--- config.mk ---
export PLATFORM = sky130hd
export DESIGN_NAME = cube_edge_sequencer
export DESIGN_NICKNAME = d
export VERILOG_FILES = /design/src/rtl/cube_pkg.sv /design/src/rtl/cube_vertex_calc.sv /design/src/rtl/cube_edge_sequencer.sv
export SDC_FILE = /design/constraint.sdc
export NUM_CORES = 1
export LEC_CHECK = 0
export CAP_MARGIN = 20
export CORE_MARGIN = 4
export CORE_UTILIZATION = 55
export CTS_CLUSTER_SIZE = 25
export DETAILED_ROUTE_END_ITERATION = 10
export PLACE_DENSITY = 0.78
export SLEW_MARGIN = 5
export SYNTH_ARGS = -nofsm -noshare
export SYNTH_HDL_FRONTEND = slang
export SYNTH_SLANG_ARGS = --single-unit
--- constraint.sdc ---
create_clock -name clk -period 8.1 [get_ports clk]
set_clock_uncertainty 0.1 [all_clocks]
set_input_delay 2.025 -clock clk [delete_from_list [all_inputs] [get_ports clk]]
set_output_delay 2.025 -clock clk [all_outputs]
set_load 0.005 [all_outputs]
--- src/rtl/cube_pkg.sv ---
// rtl/cube_pkg.sv - shared types, geometry defaults and edge table for the cube edge sequencer
package cube_pkg;

    localparam int XLENGTH_DEF = 120;
    localparam int XDIAG_DEF   = 50;
    localparam int YDIAG_DEF   = 90;
    localparam int TIMEOUT_DEF = 2048;

    localparam logic [3:0] LAST_EDGE = 4'd8;

    typedef enum logic [2:0] {
        IDLE,
        CALC,
        ISSUE,
        WAIT,
        NEXT,
        DONE
    } seq_state_t;

    typedef struct packed {
        logic [10:0] x;
        logic [9:0]  y;
    } vertex_t;

    // Vertex indices per edge, edge 0 in the low 3 bits, edge 8 in the top 3 bits.
    localparam logic [26:0] EDGE_P0 = {3'd6, 3'd6, 3'd0, 3'd0, 3'd5, 3'd3, 3'd2, 3'd1, 3'd0};
    localparam logic [26:0] EDGE_P1 = {3'd2, 3'd4, 3'd6, 3'd5, 3'd4, 3'd4, 3'd3, 3'd2, 3'd1};

    function automatic logic [2:0] edge_p0(input logic [3:0] idx);
        logic [2:0] v;
        v = 3'd0;
        if (idx <= LAST_EDGE) begin
            v = EDGE_P0[3*idx +: 3];
        end
        return v;
    endfunction

    function automatic logic [2:0] edge_p1(input logic [3:0] idx);
        logic [2:0] v;
        v = 3'd0;
        if (idx <= LAST_EDGE) begin
            v = EDGE_P1[3*idx +: 3];
        end
        return v;
    endfunction

endpackage

--- src/rtl/cube_vertex_calc.sv ---
// rtl/cube_vertex_calc.sv - registered origin-to-seven-vertices arithmetic for the isometric cube
module cube_vertex_calc
    import cube_pkg::*;
#(
    parameter int XLENGTH = XLENGTH_DEF,
    parameter int XDIAG   = XDIAG_DEF,
    parameter int YDIAG   = YDIAG_DEF
) (
    input  logic          clk,
    input  logic          reset,
    input  logic          i_load,
    input  logic [10:0]   i_xo,
    input  logic [9:0]    i_yo,
    output vertex_t [6:0] o_vert
);

    // Offsets pre-truncated so every sum wraps naturally at the coordinate width.
    localparam logic [10:0] C_XL   = 11'(XLENGTH);
    localparam logic [10:0] C_XD   = 11'(XDIAG);
    localparam logic [10:0] C_XLD  = 11'(XLENGTH + XDIAG);
    localparam logic [9:0]  C_YD   = 10'(YDIAG);
    localparam logic [9:0]  C_Y2D  = 10'(2 * YDIAG);

    vertex_t [6:0] r_vert;

    // Capture all seven vertices in one cycle when a new origin is presented.
    always_ff @(posedge clk or posedge reset) begin
        if (reset) begin
            r_vert <= '0;
        end else if (i_load) begin
            r_vert[0].x <= i_xo;
            r_vert[0].y <= i_yo;
            r_vert[1].x <= i_xo + C_XL;
            r_vert[1].y <= i_yo;
            r_vert[2].x <= i_xo + C_XLD;
            r_vert[2].y <= i_yo + C_YD;
            r_vert[3].x <= i_xo + C_XL;
            r_vert[3].y <= i_yo + C_Y2D;
            r_vert[4].x <= i_xo;
            r_vert[4].y <= i_yo + C_Y2D;
            r_vert[5].x <= i_xo - C_XD;
            r_vert[5].y <= i_yo + C_YD;
            r_vert[6].x <= i_xo + C_XD;
            r_vert[6].y <= i_yo + C_YD;
        end
    end

    assign o_vert = r_vert;

endmodule

--- src/rtl/cube_edge_sequencer.sv ---
// rtl/cube_edge_sequencer.sv - time-shares one line engine across the nine cube edges
module cube_edge_sequencer
    import cube_pkg::*;
#(
    parameter int XLENGTH = XLENGTH_DEF,
    parameter int XDIAG   = XDIAG_DEF,
    parameter int YDIAG   = YDIAG_DEF,
    parameter int TIMEOUT = TIMEOUT_DEF
) (
    input  logic        clk,
    input  logic        reset,
    input  logic        enable,
    input  logic        frame_start,
    input  logic [10:0] x_offset,
    input  logic [9:0]  y_offset,
    output logic        eng_start,
    output logic [10:0] eng_x0,
    output logic [9:0]  eng_y0,
    output logic [10:0] eng_x1,
    output logic [9:0]  eng_y1,
    input  logic        eng_done,
    output logic [3:0]  edge_idx,
    output logic        busy,
    output logic        seq_done,
    output logic        timeout_err,
    output logic        overrun
);

    // r_cnt counts cycles since the start pulse; an edge is abandoned on the
    // cycle the count would reach TIMEOUT-1, so the start-to-start spacing of a
    // skipped edge equals TIMEOUT.
    localparam int              CW         = $clog2(TIMEOUT) + 1;
    localparam logic [CW-1:0]   C_TO_LIMIT = CW'(TIMEOUT - 1);

    seq_state_t    r_state;
    logic [10:0]   r_xo;
    logic [9:0]    r_yo;
    logic [CW-1:0] r_cnt;
    logic [3:0]    r_edge_idx;
    logic          r_eng_start;
    logic          r_seq_done;
    logic          r_timeout_err;

    logic [CW-1:0] w_cnt_inc;
    logic          w_calc;
    vertex_t [6:0] w_vert;
    vertex_t       w_p0;
    vertex_t       w_p1;

    assign w_cnt_inc = r_cnt + 1'b1;
    assign w_calc    = (r_state == CALC);

    cube_vertex_calc #(
        .XLENGTH (XLENGTH),
        .XDIAG   (XDIAG),
        .YDIAG   (YDIAG)
    ) u_vertex_calc (
        .clk    (clk),
        .reset  (reset),
        .i_load (w_calc),
        .i_xo   (r_xo),
        .i_yo   (r_yo),
        .o_vert (w_vert)
    );

    // Sequencer: accept a pass, let vertices settle, then issue/await each edge in order.
    always_ff @(posedge clk or posedge reset) begin
        if (reset) begin
            r_state       <= IDLE;
            r_xo          <= '0;
            r_yo          <= '0;
            r_cnt         <= '0;
            r_edge_idx    <= '0;
            r_eng_start   <= 1'b0;
            r_seq_done    <= 1'b0;
            r_timeout_err <= 1'b0;
        end else begin
            r_eng_start <= 1'b0;
            r_seq_done  <= 1'b0;
            case (r_state)
                IDLE: begin
                    if (frame_start && enable) begin
                        r_xo          <= x_offset;
                        r_yo          <= y_offset;
                        r_timeout_err <= 1'b0;
                        r_edge_idx    <= '0;
                        r_state       <= CALC;
                    end
                end
                CALC: begin
                    r_eng_start <= 1'b1;
                    r_state     <= ISSUE;
                end
                ISSUE: begin
                    r_cnt   <= w_cnt_inc;
                    r_state <= WAIT;
                end
                WAIT: begin
                    r_cnt <= w_cnt_inc;
                    if (eng_done) begin
                        r_state <= NEXT;
                    end else if (w_cnt_inc >= C_TO_LIMIT) begin
                        r_timeout_err <= 1'b1;
                        r_state       <= NEXT;
                    end
                end
                NEXT: begin
                    r_cnt <= '0;
                    if (!enable) begin
                        r_state <= IDLE;
                    end else if (r_edge_idx == LAST_EDGE) begin
                        r_state <= DONE;
                    end else begin
                        r_edge_idx  <= r_edge_idx + 4'd1;
                        r_eng_start <= 1'b1;
                        r_state     <= ISSUE;
                    end
                end
                DONE: begin
                    r_seq_done <= 1'b1;
                    r_state    <= IDLE;
                end
                default: begin
                    r_state <= IDLE;
                end
            endcase
        end
    end

    // Endpoints follow the registered vertices and edge index, so they hold steady
    // from ISSUE until the edge index moves on.
    always_comb begin
        w_p0 = w_vert[edge_p0(r_edge_idx)];
        w_p1 = w_vert[edge_p1(r_edge_idx)];
    end

    assign eng_start   = r_eng_start;
    assign eng_x0      = w_p0.x;
    assign eng_y0      = w_p0.y;
    assign eng_x1      = w_p1.x;
    assign eng_y1      = w_p1.y;
    assign edge_idx    = r_edge_idx;
    assign busy        = (r_state != IDLE);
    assign seq_done    = r_seq_done;
    assign timeout_err = r_timeout_err;
    assign overrun     = frame_start && busy;

endmodule

# Yosys cells after proc, flatten, opt, wreduce, memory -nomap -nowiden
# Cells that the tools add are included.
[op_classes]
n_addsub = 8
n_mul = 1
magnitude_cmp = 4
eq_ne = 12
shifts = 2
n_mux = 25
reduce_logical = 12
[ops]
columns = ["cell", "n"]
rows = [
  ["$bmux W21 S3", 2],
  ["$shiftx A27 B7 Y3 const A", 2],
  ["$mux W21", 2],
  ["$pmux W12 S2", 1],
  ["$mux W3", 7],
  ["$pmux W3 S5", 1],
  ["$add A12 B1 Y12 const B", 1],
  ["$ge A12 B11 Y1 const B", 1],
  ["$mux W4", 3],
  ["$add A11 B6 Y11 const B", 1],
  ["$add A11 B7 Y11 const B", 1],
  ["$add A11 B8 Y11 const B", 1],
  ["$sub A11 B6 Y11 const B", 1],
  ["$add A10 B7 Y10 const B", 1],
  ["$add A10 B8 Y10 const B", 1],
  ["$ne A2 B2 Y1 const B", 5],
  ["$lt A3 B4 Y1 const B", 2],
  ["$pmux W4 S2", 1],
  ["$reduce_and A4 Y1", 2],
  ["$eq A3 B2 Y1 const B", 2],
  ["$eq A3 B3 Y1 const B", 2],
  ["$mul A2 B4 Y6 const A", 1],
  ["$mux W1", 6],
  ["$reduce_bool A2 Y1", 3],
  ["11 further kinds", 14],
]
[totals]
ff_bits = 128
in_bits = 26
output_inout_bits = 51
word_cells = 80

# Logic depth before layout (Yosys ltp)
[logic_depth]
depth_word = 5
mapped_depth = 9
ltp_nobuf = 8

# By module
# From an unflattened synthesis, not the netlist that was laid out.
[hier_totals]
cells_unflattened = 917
area_unflattened_um2 = 9391.5
[modules_own_cells]
columns = ["mod", "instances", "cells_each", "area_per_inst_um2", "seq_area_each_um2"]
rows = [
  ["cube_edge_sequencer", 1, 494, 5141.2, 1076.0],
  ["cube_vertex_calc", 1, 423, 4250.3, 1826.8],
]

# Worst setup path after synthesis
# Ideal clock, no wire load.
[synth_timing]
path_type = "input to output"
from = "input frame_start"
to = "output overrun"
arrival_ns = 2.150
t_required_ns = 5.975
path_slack_ns = 3.825
stages = 1
n_path_buf = 0
path_cell_list = "and2_1"
[synth_between]
elab_chain_len = 1
[synth_lines]
columns = ["element", "line_no", "text"]
rows = [
  ["from (decl)", "cube_edge_sequencer.sv:13", "input logic frame_start,"],
  ["$logic_and A1 B1 Y1", "cube_edge_sequencer.sv:146", "assign overrun = frame_start && busy;"],
  ["to (decl)", "cube_edge_sequencer.sv:26", "output logic overrun"],
]
# Every way passes these cells.

# Worst setup path in the final report
[layout_timing]
from = "register r_edge_idx[0] (netlist: edge_idx[0])"
to = "output eng_y1[7]"
[layout_between]
elab_chain_len = 5
word_cells_on_any_way = 6
classes_between = "mul (1); order compare (1); shift (1); mux (3)"
[layout_lines]
columns = ["element", "line_no", "text"]
rows = [
  ["from (decl)", "cube_edge_sequencer.sv:39", "logic [3:0] r_edge_idx;"],
  ["from (signal assigned)", "cube_edge_sequencer.sv:114", "r_edge_idx <= r_edge_idx + 4'd1;"],
  ["$mul A2 B4 Y6", "cube_pkg.sv:42", "v = EDGE_P1[3*idx +: 3];"],
  ["$shiftx A27 B7 Y3", "cube_pkg.sv:42", ""],
  ["$mux W3 (*)", "cube_pkg.sv:41", "if (idx <= LAST_EDGE) begin"],
  ["$bmux W21 S3 (*)", "cube_edge_sequencer.sv:134", "w_p1 = w_vert[edge_p1(r_edge_idx)];"],
  ["$mux W21 (implied by the code) (*)", "cube_edge_sequencer.sv:134", ""],
  ["to (decl)", "cube_edge_sequencer.sv:20", "output logic [9:0] eng_y1,"],
]
# Mark *: on every way between the ends. The rest lies on a longest branch, timed or not. The select of a mux whose other input is x is not followed.

==> results.md <==
* Outcome: finished clean
* CP Launch Type: flip-flop
* Hold Slack at 0.376 ns
* Final setup viols at 0
* Clock-pin slew on the worst setup and hold paths at 0.05 ns
* FMAX at 169 MHz
* Crit path time final at 5.93 ns
* Detailed Routing Iterations Pass 1 at 5
* Htree depth at 4
* Mapped cell area at 6890 um2
* Root buffer cell: clkbuf_16
* Synth top area cells: dfrtp_1 (42%), nand2_1 (7.2%), o21ai_0 (5.5%)
* DP HPWL at 12.9 mm
* N_diodes at 0
* Die area at 14400 um2
* RSZ-0062 raised after global routing: false
* Crit-path slowest cell: dfrtp_1
* Fill cells at 965
* Reg2Reg Depth at 6
* Largest net degree at the start of global routing at 103
* Syn nets at 821
* CTS Buf Count at 17
* Post-Route Setup TNS at 0 ns
* Post-Layout Cell Count at 1007
* Worst IR Drop VDD at 0.258 mV
* # IOs at 77
* Pwr Density at 466 nW/um2
* WL/cell at 18.4 um
* Sequential element share of the synthesized area at 0.421
* CP Cell Sequence: inv_1 > ha_1 > o21bai_1 > a21o_1 > nand2b_1 > o21ai_2 > a221o_1 > clkdlybuf4s50_1
* Post-synth EDFFs at 0
* Rel. slew slack at 0.390
* Clk sink count at 116
* Nets at 869
* Worst EP arrival at 3.81 ns
* DR iter-0 viols at 502
* Yosys synthesis warning count at 0
* HP Start: r_xo[0]$_DFFE_PP0P_
* Post-synth ARST share at 1.00
* Register bit count reported by yosys at 116
* Placed Cells at 975
* Crit path required time at 5.98 ns
* Wirelength, routed at 18.6 mm
* Area Overhead vs Synth at 20.6%
* Setup CP Type: reg2out
* Synth unique cells at 66
* Vias in the first global route at 5852
* Worst R2R Start: r_cnt[0]$_DFFE_PP0P_
* Via/cell ratio at 6.05
* Post-CTS sizing at 0
* Starting density of the core at 0.567
* Slew Viols, Final at 0
* Total core area at 12200 um2
* Worst reg2reg path endpoint: r_state[1]$_DFFE_PP0P_
* Post-synthesis average cell area at 8.85 um2
* Cell taking the most area after synthesis: dfrtp_1
* Via count at 6097
* Layout cell share with drive strength beyond 1 at 0.0906
* Clock buffer depth at 2
* R2R setup slack at 5.76 ns
* DRC violation count after routing at 0
* ANT nets after route at 0
* Number of max-cap violations at 0
* GRT Total Usage at 0.263
* Worst Hold Class: reg2reg
* Row cnt at 40
* Hold path cells at 2
* First-pass GRT wire length at 30.1 mm
* CTS tree: done
* PortBufs at 76
* Clock Latency Late Sink at 0.41 ns
* Initial antenna violation count at 0
* Crit share post-route at 0.732
* Cells after synthesis at 779
* Chip width at 120 um
* Cts hold-fix bufs at 0
* Leak at 3.65 nW
* Slew @ Worst Pin at 0.915 ns
* CP max stage delay at 0.53 ns
* Main flop type after synthesis: dfrtp_1
* Share of the synthesized area in the top cell type at 0.421
* Routability cong. at 0.927
* Peak fanout along the critical path at 18
* Nature of the critical path endpoint: output port
* Crit path from: edge_idx[0]$_DFFE_PP0P_
* Chip Height at 120 um
* Worst hold path endpoint: u_vertex_calc.o_vert[136]$_DFFE_PP0P_
* Setup bufs post-CTS at 0
* Final hold violations at 0
* Gr ovfl total at 0
-- cells by family (layout without fill, tap and decap cells) --
logic type / after synthesis / in the layout / synth area share
compound gates: 226 / 226 / 0.221
xor+xnor: 37 / 37 / 0.0470
fa+ha+maj: 16 / 16 / 0.0291
buf+inv: 86 / 146 / 0.0536
flops: 116 / 116 / 0.421
mux: 28 / 28 / 0.0449
simple gates: 270 / 270 / 0.183
-- power breakdown --
part | leakage [nW] | total (mW) | internal (mW) | switching [mW]
Clock | 0.312 | 0.791 | 0.534 | 0.257
Combinational | 1.90 | 1.88 | 0.934 | 0.942
Sequential | 1.44 | 1.21 | 0.839 | 0.369
Total | 3.65 | 3.87 | 2.31 | 1.57
-- layout make-up --
class	instances	area, um2	area share
Clock buffer	21	470	0.0566
Clock inverter	10	154	0.0185
Inverter	30	115	0.0139
Multi-Input combinational cell	577	3630	0.437
Sequential cell	116	2900	0.349
Tap cell	168	210	0.0253
Timing Repair Buffer	85	828	0.0997
-- Yosys cell counts, types with 6 or more instances --
master / count
nor3_1: 7
ha_1: 16
nand3_1: 13
xor2_1: 18
a221o_1: 19
xnor2_1: 19
o21ai_0: 76
dfrtp_1: 116
buf_2: 14
nor2b_1: 17
nand2b_1: 11
a211oi_1: 13
o22ai_1: 16
a22o_1: 9
nor4_1: 6
a21o_1: 13
mux2_2: 23
nor2_1: 41
clkbuf_1: 35
and3_1: 6
and2_1: 17
a31oi_1: 8
a21oi_1: 29
nand2_1: 133
inv_1: 30
-- sequential cells by signal, indices dropped and copies added, names as in the netlist --
| register | count |
|---|---|
| u_vertex_calc.o_vert | 73 |
| r_cnt | 12 |
| r_xo | 11 |
| r_yo | 10 |
| edge_idx | 4 |
| r_state | 3 |
| eng_start | 1 |
| seq_done | 1 |
| timeout_err | 1 |
-- critical path, delay by kind of cell (launching register included) --
kind	cells	cell delay, ns
AOI/OAI and AO/OA	4	1.53
buffers and inverters	2	0.64
DFF	1	0.53
adders and majority gates	1	0.35
and+or+nand+nor	1	0.34
-- metrics by stage --
step	worst slack (ns)	power [mW]	cell area [um2]	utilization
2_1_floorplan	2.90	2.31	6890	-
3_3_place_gp	2.65	2.98	7670	0.631
3_5_place_dp	2.50	3.05	7670	0.631
4_1_cts	2.04	3.86	8300	0.682
5_1_grt	1.96	4.13	8310	0.683
6_report	2.17	3.87	8310	0.683
-- routing by layer --
layer / wire length (um) / up-vias / track usage
met3: 1290 / 38 / 0.0528
met4: 448 / 0 / 0.104
li1: - / 2850 / -
met5: 0 / - / 0
met1: 8160 / 2966 / 0.363
met2: 8660 / 243 / 0.409
-- worst max-delay path by stage --
stage,to,cells past startpoint
after floorplan,edge_idx[0]$_DFFE_PP0P_,1
final,eng_y1[7],8
after global placement,eng_y1[8],8
after detailed placement,eng_y1[7],8
after global routing,eng_y1[8],8
after CTS,eng_y1[7],8
-- placed cells by master, fill, tap and decap left out, types with 4 or more instances in the layout --
| cell | count |
|---|---|
| a211oi_1 | 13 |
| a21o_1 | 13 |
| a21oi_1 | 29 |
| a221o_1 | 19 |
| a221oi_1 | 5 |
| a22o_1 | 9 |
| a31oi_1 | 8 |
| and2_1 | 17 |
| and3_1 | 6 |
| buf_4 | 9 |
| bufinv_16 | 4 |
| clkbuf_16 | 17 |
| clkdlybuf4s50_1 | 76 |
| clkinv_2 | 5 |
| dfrtp_1 | 116 |
| ha_1 | 16 |
| inv_1 | 29 |
| mux2_2 | 23 |
| mux2i_1 | 5 |
| nand2_1 | 132 |
| nand2b_1 | 11 |
| nand3_1 | 13 |
| nand4_1 | 4 |
| nor2_1 | 41 |
| nor2b_1 | 17 |
| nor3_1 | 6 |
| nor4_1 | 6 |
| o211ai_1 | 4 |
| o21ai_0 | 76 |
| o22ai_1 | 16 |
| o31ai_1 | 4 |
| or3_1 | 4 |
| xnor2_1 | 19 |
| xor2_1 | 18 |
Note: power is estimated with default switching activity, not from simulation.
